File: src/rtl/seq_divider_8by4_if.sv
// rtl/seq_divider_8by4_if.sv - operand/result bundle for the 8-by-4 sequential divider
interface seq_divider_8by4_if;
  logic       start;
  logic [7:0] dividend;
  logic [3:0] divisor;
  logic       busy;
  logic       done;
  logic [7:0] quotient;
  logic [3:0] remainder;
  logic       div_by_zero;

  modport master (
    output start, dividend, divisor,
    input  busy, done, quotient, remainder, div_by_zero
  );

  modport slave (
    input  start, dividend, divisor,
    output busy, done, quotient, remainder, div_by_zero
  );
endinterface

File: src/rtl/seq_divider_8by4.sv
// rtl/seq_divider_8by4.sv - restoring divider, 8-bit dividend by 4-bit divisor, one quotient bit per cycle
module seq_divider_8by4 (
  input  logic              clk,
  input  logic              rst,
  seq_divider_8by4_if.slave bus
);
  typedef enum logic [1:0] {IDLE, CALC, DONE} state_t;

  state_t     state;
  logic [7:0] dvd_r;
  logic [3:0] dsr_r;
  logic [4:0] pr;
  logic [7:0] q_work;
  logic [3:0] cnt;
  logic       busy_r;
  logic       done_r;
  logic       dz_r;
  logic [7:0] quo_r;
  logic [3:0] rem_r;

  logic [2:0] bit_idx;
  logic [4:0] pr_shift;
  logic [4:0] pr_next;
  logic       q_bit;

  // One restoring step: bring down the next dividend bit, subtract if it fits.
  always_comb begin
    bit_idx  = 3'd7 - cnt[2:0];
    pr_shift = {pr[3:0], dvd_r[bit_idx]};
    q_bit    = (pr_shift >= {1'b0, dsr_r});
    pr_next  = q_bit ? (pr_shift - {1'b0, dsr_r}) : pr_shift;
  end

  always_ff @(posedge clk) begin
    if (rst) begin
      state  <= IDLE;
      dvd_r  <= 8'd0;
      dsr_r  <= 4'd0;
      pr     <= 5'd0;
      q_work <= 8'd0;
      cnt    <= 4'd0;
      busy_r <= 1'b0;
      done_r <= 1'b0;
      dz_r   <= 1'b0;
      quo_r  <= 8'd0;
      rem_r  <= 4'd0;
    end else begin
      case (state)
        IDLE, DONE: begin
          busy_r <= 1'b0;
          done_r <= 1'b0;
          if (bus.start) begin
            dvd_r  <= bus.dividend;
            dsr_r  <= bus.divisor;
            pr     <= 5'd0;
            q_work <= 8'd0;
            cnt    <= 4'd0;
            if (bus.divisor == 4'd0) begin
              state  <= DONE;
              done_r <= 1'b1;
              quo_r  <= 8'hFF;
              rem_r  <= bus.dividend[3:0];
              dz_r   <= 1'b1;
            end else begin
              state <= CALC;
              dz_r  <= 1'b0;
            end
          end else begin
            state <= IDLE;
          end
        end
        CALC: begin
          // Eight iteration edges raise busy; the ninth publishes the result.
          if (cnt == 4'd8) begin
            state  <= DONE;
            busy_r <= 1'b0;
            done_r <= 1'b1;
            quo_r  <= q_work;
            rem_r  <= pr[3:0];
          end else begin
            pr     <= pr_next;
            q_work <= {q_work[6:0], q_bit};
            cnt    <= cnt + 4'd1;
            busy_r <= 1'b1;
          end
        end
        default: state <= IDLE;
      endcase
    end
  end

  assign bus.busy        = busy_r;
  assign bus.done        = done_r;
  assign bus.quotient    = quo_r;
  assign bus.remainder   = rem_r;
  assign bus.div_by_zero = dz_r;
endmodule

File: src/flat_wrapper.sv
// flat-port wrapper written by rule: the top's interface ports become plain ports
module seq_divider_8by4_flat 
  (clk, rst, bus_start, bus_dividend, bus_divisor, bus_busy, bus_done, bus_quotient, bus_remainder, bus_div_by_zero);
  seq_divider_8by4_if bus_i ();
  input  logic clk;
  input  logic rst;
  input wire logic [$bits(bus_i.start)-1:0] bus_start;
  input wire logic [$bits(bus_i.dividend)-1:0] bus_dividend;
  input wire logic [$bits(bus_i.divisor)-1:0] bus_divisor;
  output wire logic [$bits(bus_i.busy)-1:0] bus_busy;
  output wire logic [$bits(bus_i.done)-1:0] bus_done;
  output wire logic [$bits(bus_i.quotient)-1:0] bus_quotient;
  output wire logic [$bits(bus_i.remainder)-1:0] bus_remainder;
  output wire logic [$bits(bus_i.div_by_zero)-1:0] bus_div_by_zero;
  assign bus_i.start = bus_start;
  assign bus_i.dividend = bus_dividend;
  assign bus_i.divisor = bus_divisor;
  assign bus_busy = bus_i.busy;
  assign bus_done = bus_i.done;
  assign bus_quotient = bus_i.quotient;
  assign bus_remainder = bus_i.remainder;
  assign bus_div_by_zero = bus_i.div_by_zero;
  seq_divider_8by4 u_core (.clk(clk), .rst(rst), .bus(bus_i));
endmodule
File: config.mk
export PLATFORM = sky130hd
export DESIGN_NAME = seq_divider_8by4_flat
export DESIGN_NICKNAME = d
export VERILOG_FILES = /design/src/rtl/seq_divider_8by4_if.sv /design/src/rtl/seq_divider_8by4.sv /design/src/flat_wrapper.sv
export SDC_FILE = /design/constraint.sdc
export NUM_CORES = 1
export LEC_CHECK = 0
export CAP_MARGIN = 20
export CORE_ASPECT_RATIO = 0.8
export CORE_MARGIN = 5
export CORE_UTILIZATION = 56
export CTS_CLUSTER_SIZE = 40
export DETAILED_ROUTE_END_ITERATION = 6
export DONT_BUFFER_PORTS = 1
export MAX_ROUTING_LAYER = met4
export PLACE_DENSITY = 0.74
export SYNTH_ARGS = -nofsm -noshare
export SYNTH_HDL_FRONTEND = slang
export SYNTH_SLANG_ARGS = --single-unit
File: constraint.sdc
create_clock -name clk -period 2.05 [get_ports clk]
set_input_delay 0 -clock clk [delete_from_list [all_inputs] [get_ports clk]]
set_output_delay 0 -clock clk [all_outputs]
set_load 0.02 [all_outputs]
### Word level (Yosys, flattened, before mapping)

Cells that the tools add are included.

| operators by class | value |
|---|---|
| add/sub/neg operators | 3 |
| order comparisons | 2 |
| equality and inequality tests | 7 |
| mux-type cells | 30 |
| reduce and logical (&&, ||, !) cells | 8 |

Operators with widths:

| cell | count |
|---|---|
| 8-bit two-way mux | 5 |
| 4-bit two-way mux | 8 |
| 8-bit case mux with 2 select lines | 2 |
| 4-bit case mux with 2 select lines | 3 |
| 2-bit two-way mux | 3 |
| 5-bit by 4-bit >= comparator with 1-bit output | 1 |
| 1-bit two-way mux | 5 |
| 4-bit by 1-bit adder with 4-bit output (second input constant) | 1 |
| 4-bit == test (second input constant) | 1 |
| 4-bit logical NOT | 1 |
| 3-bit by 4-bit < comparator with 1-bit output (second input constant) | 1 |
| 2-bit by 1-bit inequality test with 1-bit output (second input constant) | 2 |
| 2-bit inequality test (second input constant) | 2 |
| 1-bit case mux with 2 select lines | 2 |
| 2-bit case mux with 2 select lines | 1 |
| 2-bit AND reduction | 2 |
| 4-bit AND reduction | 1 |
| 4-bit subtractor | 1 |
| 1-bit binary-select mux with 3-bit select | 1 |
| 3-bit AND reduction | 1 |
| 3-bit subtractor (first input constant) | 1 |
| 2-bit by 1-bit == test with 1-bit output (second input constant) | 1 |
| 2-bit == test (second input constant) | 1 |
| 2-bit logical NOT | 1 |
| 2 further kinds | 2 |

| word-level totals | value |
|---|---|
| register bits | 45 |
| input bits | 15 |
| output and inout port bits | 15 |
| word-level logic and storage cells | 61 |

### Longest topological paths before layout

Gate-level depths: netlist (run 1).

| depth | value |
|---|---|
| depth in word-level cells | 7 |
| depth in mapped cells | 8 |
| mapped depth without buffers | 8 |

### Worst setup path before layout (run 1)

No wires, ideal clock.

| path | value |
|---|---|
| kind | reg-to-reg |
| from | reg u_core.cnt[1] |
| to | reg u_core.pr[3] |
| library setup time | 0.117 ns |
| arrival time | 2.062 ns |
| required time | 1.933 ns |
| slack | -0.129 ns |
| stages on the path, launching flop included | 8 |
| path buffers | 0 |
| period minus slack after synthesis | 2.179 ns |
| path through | dfxtp_1 -> mux4_2 -> mux2i_1 -> ha_1 -> nand2b_1 -> a21oi_4 -> o21bai_1 -> a32o_1 |

| on the way | value |
|---|---|
| cells in the longest elaborated chain, start to end | 7 |
| elaborated cells on any way between the ends | 11 |
| classes of those cells | add/sub (2); order compare (1); eq/ne (2); mux (5); reduce/logical (1) |

Ends and longest elaborated chain:

| element | RTL line | text |
|---|---|---|
| start, declared | seq_divider_8by4.sv:14 | `logic [3:0] cnt;` |
| start signal, assigned | seq_divider_8by4.sv:83 | `cnt <= cnt + 4'd1;` |
| 3-bit subtractor | seq_divider_8by4.sv:28 | `bit_idx = 3'd7 - cnt[2:0];` |
| 1-bit binary-select mux with 3-bit select | seq_divider_8by4.sv:29 | `pr_shift = {pr[3:0], dvd_r[bit_idx]};` |
| 1-bit two-way mux (not written as such) | seq_divider_8by4.sv:29 |  |
| 4-bit subtractor or 5-bit by 4-bit >= comparator with 1-bit output (tied branches) | seq_divider_8by4.sv:31, seq_divider_8by4.sv:30 |  |
| 4-bit two-way mux | seq_divider_8by4.sv:31 | `pr_next = q_bit ? (pr_shift - {1'b0, dsr_r}) : pr_shift;` |
| 4-bit two-way mux | seq_divider_8by4.sv:74 | `if (cnt == 4'd8) begin` |
| 4-bit case mux with 2 select lines | seq_divider_8by4.sv:48 | `case (state)` |
| end signal, assigned | seq_divider_8by4.sv:81 | `pr <= pr_next;` |
| end, declared | seq_divider_8by4.sv:12 | `logic [4:0] pr;` |

Parallel ways exist; a longest one is shown, timed or not. The select of a mux whose other input is x is not followed.
A chain may end at the register's enable or synchronous reset.

### Worst setup path in the final report (run 1)

Ends and elaborated chain as after synthesis.

==> results of run 1 <==
-- per-stage QoR --
| step | instance area (um^2) | utilization (%) | instances |
|---|---|---|---|
| 3_5_place_dp | 2100 | 60.4 | 266 |
| 4_1_cts | 2360 | 68.0 | 290 |
| 2_1_floorplan | 2050 | - | 229 |
| 6_report | 2390 | 68.7 | 291 |
| 3_3_place_gp | 2100 | 60.4 | 266 |
| 5_1_grt | 2390 | 68.7 | 291 |
-- cells in the mapped netlist --
| cell | instances | area [um^2] |
|---|---|---|
| a21oi_4 | 1 | 16.3 |
| o21a_1 | 1 | 7.51 |
| nor2b_1 | 3 | 18.8 |
| o31ai_1 | 2 | 15.0 |
| o211ai_1 | 13 | 97.6 |
| o21bai_1 | 1 | 7.51 |
| o2111ai_1 | 1 | 8.76 |
| a21boi_1 | 1 | 7.51 |
| buf_4 | 2 | 15.0 |
| xor2_1 | 2 | 17.5 |
| nand2_1 | 52 | 195 |
| nor4_1 | 1 | 6.26 |
| a21oi_1 | 27 | 135 |
| buf_2 | 3 | 15.0 |
| o22ai_4 | 1 | 20.0 |
| and3b_1 | 1 | 8.76 |
| mux2i_1 | 2 | 20.0 |
| a311oi_1 | 4 | 35.0 |
| nor2_1 | 9 | 33.8 |
| nand3_1 | 4 | 20.0 |
| mux4_2 | 2 | 45.0 |
| o21ai_0 | 1 | 5.00 |
| inv_1 | 7 | 26.3 |
| or3_1 | 2 | 12.5 |
| nand2b_1 | 3 | 18.8 |
| a211oi_1 | 3 | 22.5 |
| nand3b_2 | 1 | 11.3 |
| nand4b_1 | 1 | 8.76 |
| a32o_1 | 1 | 10.0 |
| fa_1 | 1 | 20.0 |
| or2_2 | 2 | 12.5 |
| or4_4 | 2 | 22.5 |
| nor3_1 | 2 | 10.0 |
| dfxtp_1 | 45 | 901 |
| clkbuf_1 | 8 | 30.0 |
| buf_6 | 1 | 11.3 |
| nor3b_1 | 1 | 7.51 |
| o221a_2 | 8 | 90.1 |
| ha_1 | 6 | 75.1 |
| clkinv_1 | 1 | 3.75 |
-- critical path, delay by kind of cell (launching register included) --
family | cells | cell delay [ps]
AOI/OAI and AO/OA | 3 | 570
adders and majority gates | 1 | 310
DFF | 1 | 370
and+or+nand+nor | 1 | 150
muxes | 2 | 690
-- flip-flops by register name, summed over array words and instances, names as in the netlist --
register	count
u_core.bus.quotient	8
u_core.q_work	8
u_core.dsr_r	4
u_core.dvd_r	8
u_core.bus.done	1
u_core.bus.busy	1
u_core.state	2
u_core.cnt	4
u_core.bus.remainder	4
u_core.bus.div_by_zero	1
u_core.pr	4
-- routing by layer --
layer,global-route usage (%),vias up
met5,-,-
li1,-,857
met4,8.15,0
met1,26.4,882
met2,33.4,53
met3,5.20,14
-- where the power goes --
group	total, uW	switching (uW)	internal [uW]
Combinational	297	163	135
Sequential	948	40.3	908
Clock	555	312	243
Total	1800	515	1290
-- how the worst max path moves through the flow --
stage                                           from                         to  cells after the start
after floorplan           u_core.cnt[1]$_SDFFE_PP0P_  u_core.pr[3]$_SDFFE_PP0P_                      7
after global placement    u_core.cnt[1]$_SDFFE_PP0P_  u_core.pr[2]$_SDFFE_PP0P_                      8
after detailed placement  u_core.cnt[1]$_SDFFE_PP0P_  u_core.pr[3]$_SDFFE_PP0P_                      7
after CTS                 u_core.cnt[1]$_SDFFE_PP0P_  u_core.pr[2]$_SDFFE_PP0P_                      8
after global routing      u_core.cnt[1]$_SDFFE_PP0P_  u_core.pr[2]$_SDFFE_PP0P_                      8
final                     u_core.cnt[1]$_SDFFE_PP0P_  u_core.pr[3]$_SDFFE_PP0P_                      7
-- cell type report --
cell class	instances	area [um^2]
Clock buffer	5	68.8
Clock inverter	3	20.0
Fill cell	279	1080
Inverter	8	30.0
Multi-Input combinational cell	162	1060
Sequential cell	45	905
Tap cell	42	52.6
Timing Repair Buffer	26	245
-- repair_timing --
action                                  CTS  global route
gates resized for setup                   1             3
endpoints found under the setup margin    4             6
hold buffers                             16             0
pin swaps                                 2             1
setup buffers                             0             1
hold endpoints to repair                 35             0
-- cell families (layout without fill, tap and decap cells) --
family	after synthesis	after routing	synth area share, %
buffers and inverters	22	42	4.96
flip-flops	45	45	44.1
adder cells (fa/ha/maj)	7	7	4.65
AND/OR/NAND/NOR	84	84	18.9
XOR/XNOR	2	2	0.857
AO/OA/AOI/OAI	65	65	23.4
multiplexers	4	4	3.18
==> results.sh, run 1 <==
export IMPL_numPortBuffers=0
export IMPL_whs_ps=13.6
export IMPL_layout_common_cells="nand2_1 (52), dfxtp_1 (44), a21oi_1 (27), dlygate4sd3_1 (15), o211ai_1 (13)"
export IMPL_critPathKind="reg -> reg"
export IMPL_critPathMaxFanout=6
export IMPL_ios=30
export IMPL_ir_worst_vdd_mv=0.448
export IMPL_nets=270
export IMPL_clk_pin_slew_worst_paths_ps=90
export IMPL_root_buffer="clkbuf_8"
export IMPL_numCtsBuffers=5
export IMPL_startpoint_type="flop"
export IMPL_r2r_end="u_core.pr[3]$_SDFFE_PP0P_"
export IMPL_cts_tree="done"
export IMPL_core_area_mm2=0.00347
export IMPL_ant_nets=0
export IMPL_synth_cell_types=40
export IMPL_arrival_ps=2400
export IMPL_grt_setup_unrepaired="yes"
export IMPL_cts_sinks=45
export IMPL_synth_seq_area_share_pct=44.1
export IMPL_max_stage_delay_ps=500
export IMPL_finalSetupTns_ps=-376
export IMPL_drive_gt1_share_pct=16.1
export IMPL_reg2regPathDepth=7
export IMPL_avgRoutedWirePerCell_um=16.9
export IMPL_slew_viol_final=0
export IMPL_dpl_hpwl_mm=3.50
export IMPL_vias=1806
export IMPL_finalHoldViolCount=0
export IMPL_grt_pass1_wl_mm=8.21
export IMPL_die_x_um=77.6
export IMPL_synth_area_mm2=0.00204
export IMPL_path_cells="mux4_2, mux2i_2, ha_2, nand2b_4, a21oi_4, o21bai_1, a32o_1"
export IMPL_place_congestion=0.925
export IMPL_fin_crit_ps=2200
export IMPL_track_usage_pct=21.2
export IMPL_post_place_ws_ps=-144
export IMPL_first_iter_violations=175
export IMPL_relSlewSlack_pct=59.9
export IMPL_htreeDepth=2
export IMPL_diodes=0
export IMPL_endpoint_kind="flop"
export IMPL_synth_area_per_cell_um2=8.93
export IMPL_drt_total_wl_mm=4.92
export IMPL_clk_latency_ps=310
export IMPL_syn2layout_area_growth_pct=16.7
export IMPL_clockBufferDepth=2
export IMPL_fmax_mhz=455
export IMPL_grt_max_degree=35
export IMPL_vias_per_cell=6.21
export IMPL_die_y_um=64.0
export IMPL_skew_ps=12.1
export IMPL_r2r_start="u_core.cnt[1]$_SDFFE_PP0P_"
export IMPL_whs_path_depth=3
export IMPL_setup_ws_ps=-150
export IMPL_setup_viol=4
export IMPL_drv_cap=0
export IMPL_hp_start="bus_divisor[0]"
export IMPL_drc_errors=0
export IMPL_netlist_instances=229
export IMPL_wl_met2_mm=2.43
export IMPL_die_area_mm2=0.00497
export IMPL_grt_pass1_vias=1647
export IMPL_power_leakage_uw=0.000850
export IMPL_drt_met1_wl_mm=2.13
export IMPL_ys_seq_elements=45
export IMPL_status="finished with violations"
export IMPL_fin_crit_sh_pct=107
export IMPL_power_density_mw_per_mm2=754
export IMPL_yosys_warnings=0
export IMPL_floorplan_initialDensity_pct=58.9
export IMPL_cp_slowest_cell="mux4_2"
export IMPL_std_cell_rows=19
export IMPL_final_common_cell="nand2_1"
export IMPL_power_uw=1800
export IMPL_crit_required_ps=2250
export IMPL_antenna_found_initial=0
export IMPL_min_to="u_core.bus.done$_SDFFE_PP0P_"
export IMPL_top_layer="met4"
export IMPL_hold_class="in -> reg"
export IMPL_dr_pass1_iters=4
export IMPL_rrSetupSlack_ps=-150
export IMPL_worst_slew_pin_slew_ps=596
export IMPL_synth_nets=251
export IMPL_wl_met3_um=270
export IMPL_violations="setup timing"
export IMPL_overflow=0
Note: power is estimated with default switching activity, not from simulation.
==> run 2: changes to the inputs <==
Settings changed: CORE_MARGIN 5 to 1.5.
==> results.sh, run 2 (synthesized netlist as in run 1, its figures left out) <==
export IMPL_nets=278
export IMPL_grt_max_degree=36
export IMPL_grt_setup_unrepaired="yes"
export IMPL_cts_tree="done"
export IMPL_diodes=0
export IMPL_hold_class="in -> reg"
export IMPL_drt_total_wl_mm=4.87
export IMPL_critPathMaxFanout=3
export IMPL_power_leakage_uw=0.000918
export IMPL_dr_pass1_iters=4
export IMPL_relSlewSlack_pct=64.4
export IMPL_placed_area_mm2=0.00212
export IMPL_skew_ps=11.0
export IMPL_critPathKind="reg -> reg"
export IMPL_overflow=0
export IMPL_clk_latency_ps=300
export IMPL_grt_pass1_vias=1677
export IMPL_clockBufferDepth=2
export IMPL_syn2layout_area_growth_pct=20.3
export IMPL_ios=30
export IMPL_std_cell_rows=19
export IMPL_die_x_um=70.6
export IMPL_avgRoutedWirePerCell_um=16.3
export IMPL_nFillCells=261
export IMPL_multiInputGateArea_mm2=0.00107
export IMPL_slew_viol_final=0
export IMPL_core_area_mm2=0.00347
export IMPL_ant_nets=0
export IMPL_drc_errors=0
export IMPL_setup_viol=5
export IMPL_finalHoldViolCount=19
export IMPL_whs_ps=-250
export IMPL_fin_crit_sh_pct=103
export IMPL_clk_pin_slew_worst_paths_ps=90
export IMPL_die_area_mm2=0.00402
export IMPL_floorplan_initialDensity_pct=58.9
export IMPL_crit_required_ps=2270
export IMPL_vias_per_cell=6.00
export IMPL_finalInstanceArea_mm2=0.00246
export IMPL_worst_slew_pin_slew_ps=529
export IMPL_antenna_found_initial=0
export IMPL_final_common_cell="nand2_1"
export IMPL_violations="hold timing, setup timing"
export IMPL_dp_cells=269
export IMPL_power_density_mw_per_mm2=766
export IMPL_layout_common_cells="nand2_1 (50), dfxtp_1 (44), a21oi_1 (26), buf_4 (18), dlygate4sd3_1 (16)"
export IMPL_ir_worst_vdd_mv=0.587
export IMPL_numCtsBuffers=5
export IMPL_place_congestion=0.887
export IMPL_postCtsHoldBufs=16
export IMPL_cts_sinks=45
export IMPL_finalSetupTns_ps=-249
export IMPL_layoutNonFillerInstCount=299
export IMPL_die_y_um=57.0
export IMPL_first_iter_violations=131
export IMPL_fmax_mhz=473
export IMPL_htreeDepth=2
export IMPL_status="finished with violations"
export IMPL_endpoint_kind="flop"
export IMPL_startpoint_type="flop"
export IMPL_track_usage_pct=26.4
export IMPL_numPortBuffers=0
export IMPL_dpl_hpwl_mm=3.27
export IMPL_arrival_ps=2340
export IMPL_drv_cap=0
export IMPL_setup_ws_ps=-65.7
export IMPL_vias=1795
export IMPL_grt_pass1_wl_mm=8.05
export IMPL_seq_area_um2=905
export IMPL_drive_gt1_share_pct=20.2
export IMPL_power_uw=1880
export IMPL_fin_crit_ps=2120
export IMPL_root_buffer="clkbuf_8"
==> run 2: final timing paths <==
path,from,cells past startpoint,slack (ps),to
worst max register to register,u_core.cnt[1]$_SDFFE_PP0P_,8,-70,u_core.pr[2]$_SDFFE_PP0P_
worst min register to register,u_core.q_work[7]$_SDFFE_PP0P_,2,460,u_core.q_work[7]$_SDFFE_PP0P_
worst min-delay path,rst,1,-250,u_core.q_work[6]$_SDFFE_PP0P_
worst max-delay path,u_core.cnt[1]$_SDFFE_PP0P_,8,-70,u_core.pr[2]$_SDFFE_PP0P_
==> run 2: critical path, cell delays in order (launching register included) <==
cell and delay [ps]:
dfxtp_4 370, mux4_2 500, mux2i_2 190, ha_2 230, inv_2 40, fa_2 330, xor2_1 150, nand2_1 70
o211ai_1 150
==> run 2: final cells by class <==
| type | count | share of cell area (%) |
|---|---|---|
| flip-flops and latches | 45 | 36.8 |
| clock buffers | 6 | 3.81 |
| inverters | 8 | 1.22 |
| well taps | 42 | 2.14 |
| multi-input cells | 162 | 43.4 |
| clock inverters | 2 | 0.661 |
| repair buffers | 34 | 12.0 |
==> run 2: timing repair <==
item                                    in CTS  in global routing
pin swaps                                    8                  4
endpoints found under the setup margin       5                  9
hold endpoints to repair                    35                 19
gates resized for setup                      5                  3
setup buffers                                1                  5
==> run 2: routing by layer <==
metal / GRT usage, % / part of all wire (%) / up-vias / wire length (um)
met5: - / 0 / - / 0
met2: 41.0 / 46 / 50 / 2250
met4: 8.89 / 1.6 / 0 / 78
li1: - / - / 868 / -
met1: 34.5 / 47 / 870 / 2300
met3: 6.18 / 4.7 / 7 / 231
==> run 2: report_power, final <==
group	total [uW]	leakage, uW	switching, uW	internal [uW]
sequential	947	0.000367	39.1	908
clock	635	0.0000525	319	316
combinational	301	0.000498	154	147
total	1880	0.000918	512	1370
==> run 2: through the flow <==
| stage | utilization, % | setup slack, ps |
|---|---|---|
| 2_1_floorplan | - | -16.8 |
| 3_3_place_gp | 61.1 | -66.9 |
| 3_5_place_dp | 61.1 | -102 |
| 4_1_cts | 69.5 | -79.0 |
| 5_1_grt | 70.9 | -154 |
| 6_report | 70.9 | -65.7 |
==> run 3: changes to the inputs <==
Settings changed: TNS_END_PERCENT from default to 1.
==> results.sh, run 3 (synthesized netlist as in run 1, its figures left out) <==
export IMPL_status="finished with violations"
export IMPL_violations="hold timing, setup timing"
export IMPL_layout_common_cells="nand2_1 (50), dfxtp_1 (44), a21oi_1 (26), dlygate4sd3_1 (16), buf_4 (14)"
export IMPL_ios=30
export IMPL_setup_viol=5
export IMPL_fin_crit_ps=2110
export IMPL_fin_util_pct=70.3
export IMPL_avgRoutedWirePerCell_um=16.5
export IMPL_numPortBuffers=0
export IMPL_vias=1777
export IMPL_cp_top_family="adder cells"
export IMPL_std_cell_rows=19
export IMPL_vias_per_cell=6.02
export IMPL_dpl_hpwl_mm=3.27
export IMPL_final_common_cell="nand2_1"
export IMPL_ir_worst_vdd_mv=0.587
export IMPL_clockPowerShare_pct=33.8
export IMPL_arrival_ps=2340
export IMPL_whs_ps=-252
export IMPL_drt_total_wl_mm=4.87
export IMPL_hp_start="rst"
export IMPL_clk_latency_ps=310
export IMPL_core_area_mm2=0.00347
export IMPL_drc_errors=0
export IMPL_power_frac_seq_pct=50.2
export IMPL_grt_setup_unrepaired="yes"
export IMPL_syn2layout_area_growth_pct=19.3
export IMPL_first_iter_violations=151
export IMPL_cts_sinks=45
export IMPL_skew_ps=10.7
export IMPL_drive_gt1_share_pct=19.0
export IMPL_floorplan_initialDensity_pct=58.9
export IMPL_track_usage_pct=26.4
export IMPL_critPathMaxFanout=3
export IMPL_swShare_pct=27.3
export IMPL_clockBufferDepth=2
export IMPL_layoutNonFillerInstCount=295
export IMPL_fmax_mhz=473
export IMPL_post_place_ws_ps=-102
export IMPL_cp_startpoint="u_core.cnt[1]$_SDFFE_PP0P_"
export IMPL_relSlewSlack_pct=63.2
export IMPL_die_area_mm2=0.00402
export IMPL_critPathKind="reg -> reg"
export IMPL_dr_pass1_iters=4
export IMPL_finalHoldViolCount=19
export IMPL_setup_ws_ps=-62.9
export IMPL_grt_pass1_vias=1679
export IMPL_cp_num_buf_inv=1
export IMPL_worst_slew_pin_slew_ps=547
export IMPL_nets=274
export IMPL_antenna_found_initial=0
export IMPL_slew_viol_final=0
export IMPL_diodes=0
export IMPL_grt_pass1_wl_mm=8.05
export IMPL_root_buffer="clkbuf_8"
export IMPL_place_congestion=0.887
export IMPL_fin_crit_sh_pct=103
export IMPL_cp_slowest_cell="fa_2"
export IMPL_startpoint_type="flop"
export IMPL_endpoint_kind="flop"
export IMPL_overflow=0
export IMPL_crit_required_ps=2280
export IMPL_dp_cells=269
export IMPL_htreeDepth=2
export IMPL_p_int_uw=1370
export IMPL_power_density_mw_per_mm2=773
export IMPL_power_leakage_uw=0.000902
export IMPL_p_switching_uw=515
export IMPL_postCtsHoldBufs=16
export IMPL_drv_cap=0
export IMPL_clk_pin_slew_worst_paths_ps=100
export IMPL_path_cells="mux4_2, mux2i_2, ha_2, inv_2, fa_2, nand2_2, o211ai_1"
export IMPL_numCtsBuffers=5
export IMPL_hold_class="in -> reg"
export IMPL_ant_nets=0
export IMPL_die_y_um=57.0
export IMPL_max_stage_delay_ps=530
export IMPL_die_x_um=70.6
export IMPL_grt_max_degree=36
export IMPL_r2r_start="u_core.cnt[1]$_SDFFE_PP0P_"
export IMPL_pwr_share_comb_pct=16.0
export IMPL_cts_tree="done"
## run 3: cell count changes in the layout (fill, tap and decap cells not counted), sizes merged
cell	previous run	this run
buf	18	14
## run 3: metrics by stage
| step | cell area (um^2) | setup TNS (ps) | total power [uW] | hold slack (ps) |
|---|---|---|---|---|
| 6_report | 2440 | -226 | 1880 | -252 |
| 5_1_grt | 2440 | -705 | 1950 | -261 |
| 4_1_cts | 2410 | -339 | 1870 | -252 |
| 3_5_place_dp | 2120 | -338 | 1220 | 73.6 |
| 3_3_place_gp | 2120 | -106 | 1220 | 71.0 |
| 2_1_floorplan | 2050 | -16.8 | 1160 | 136 |
## run 3: layout make-up
cell class | instances | area [um^2]
Clock buffer | 6 | 93.8
Tap cell | 42 | 52.6
Fill cell | 262 | 1030
Timing Repair Buffer | 30 | 265
Clock inverter | 2 | 16.3
Multi-Input combinational cell | 162 | 1080
Sequential cell | 45 | 905
Inverter | 8 | 30.0
## run 3: power by group through the flow
stage	clock, uW	sequential [uW]	combinational, uW
after floorplan	0	956	205
after global placement	0	965	252
after detailed placement	0	967	257
after CTS	637	946	287
after global routing	669	951	332
final	637	947	301
## run 3: path summary, 6_finish.rpt
path	to	slack, ps	cells after the start
worst max register to register	u_core.pr[1]$_SDFFE_PP0P_	-60	7
worst min-delay path	u_core.q_work[6]$_SDFFE_PP0P_	-250	1
worst min register to register	u_core.q_work[7]$_SDFFE_PP0P_	460	2
worst max-delay path	u_core.pr[1]$_SDFFE_PP0P_	-60	7
## run 3: what timing repair did
item,4_1_cts,5_1_grt
setup endpoints to repair,5,9
hold endpoints to repair,35,19
resized for setup,5,4
pin swaps,6,3
setup buffers,1,1
gates cloned,0,0
## run 3: per-layer routing
layer	up-vias	global-route usage (%)	wire [um]
met5	-	-	0
met4	0	8.89	80
met3	7	6.18	322
met2	61	41.0	2220
met1	844	34.5	2250
li1	865	-	-
## run 3: worst register-to-register path, cell delays in order (launching register included)
cell and delay, ps:
dfxtp_4 370, mux4_2 500, mux2i_2 190, ha_2 230
inv_2 40, fa_2 530, nand2_2 40, o211ai_1 140
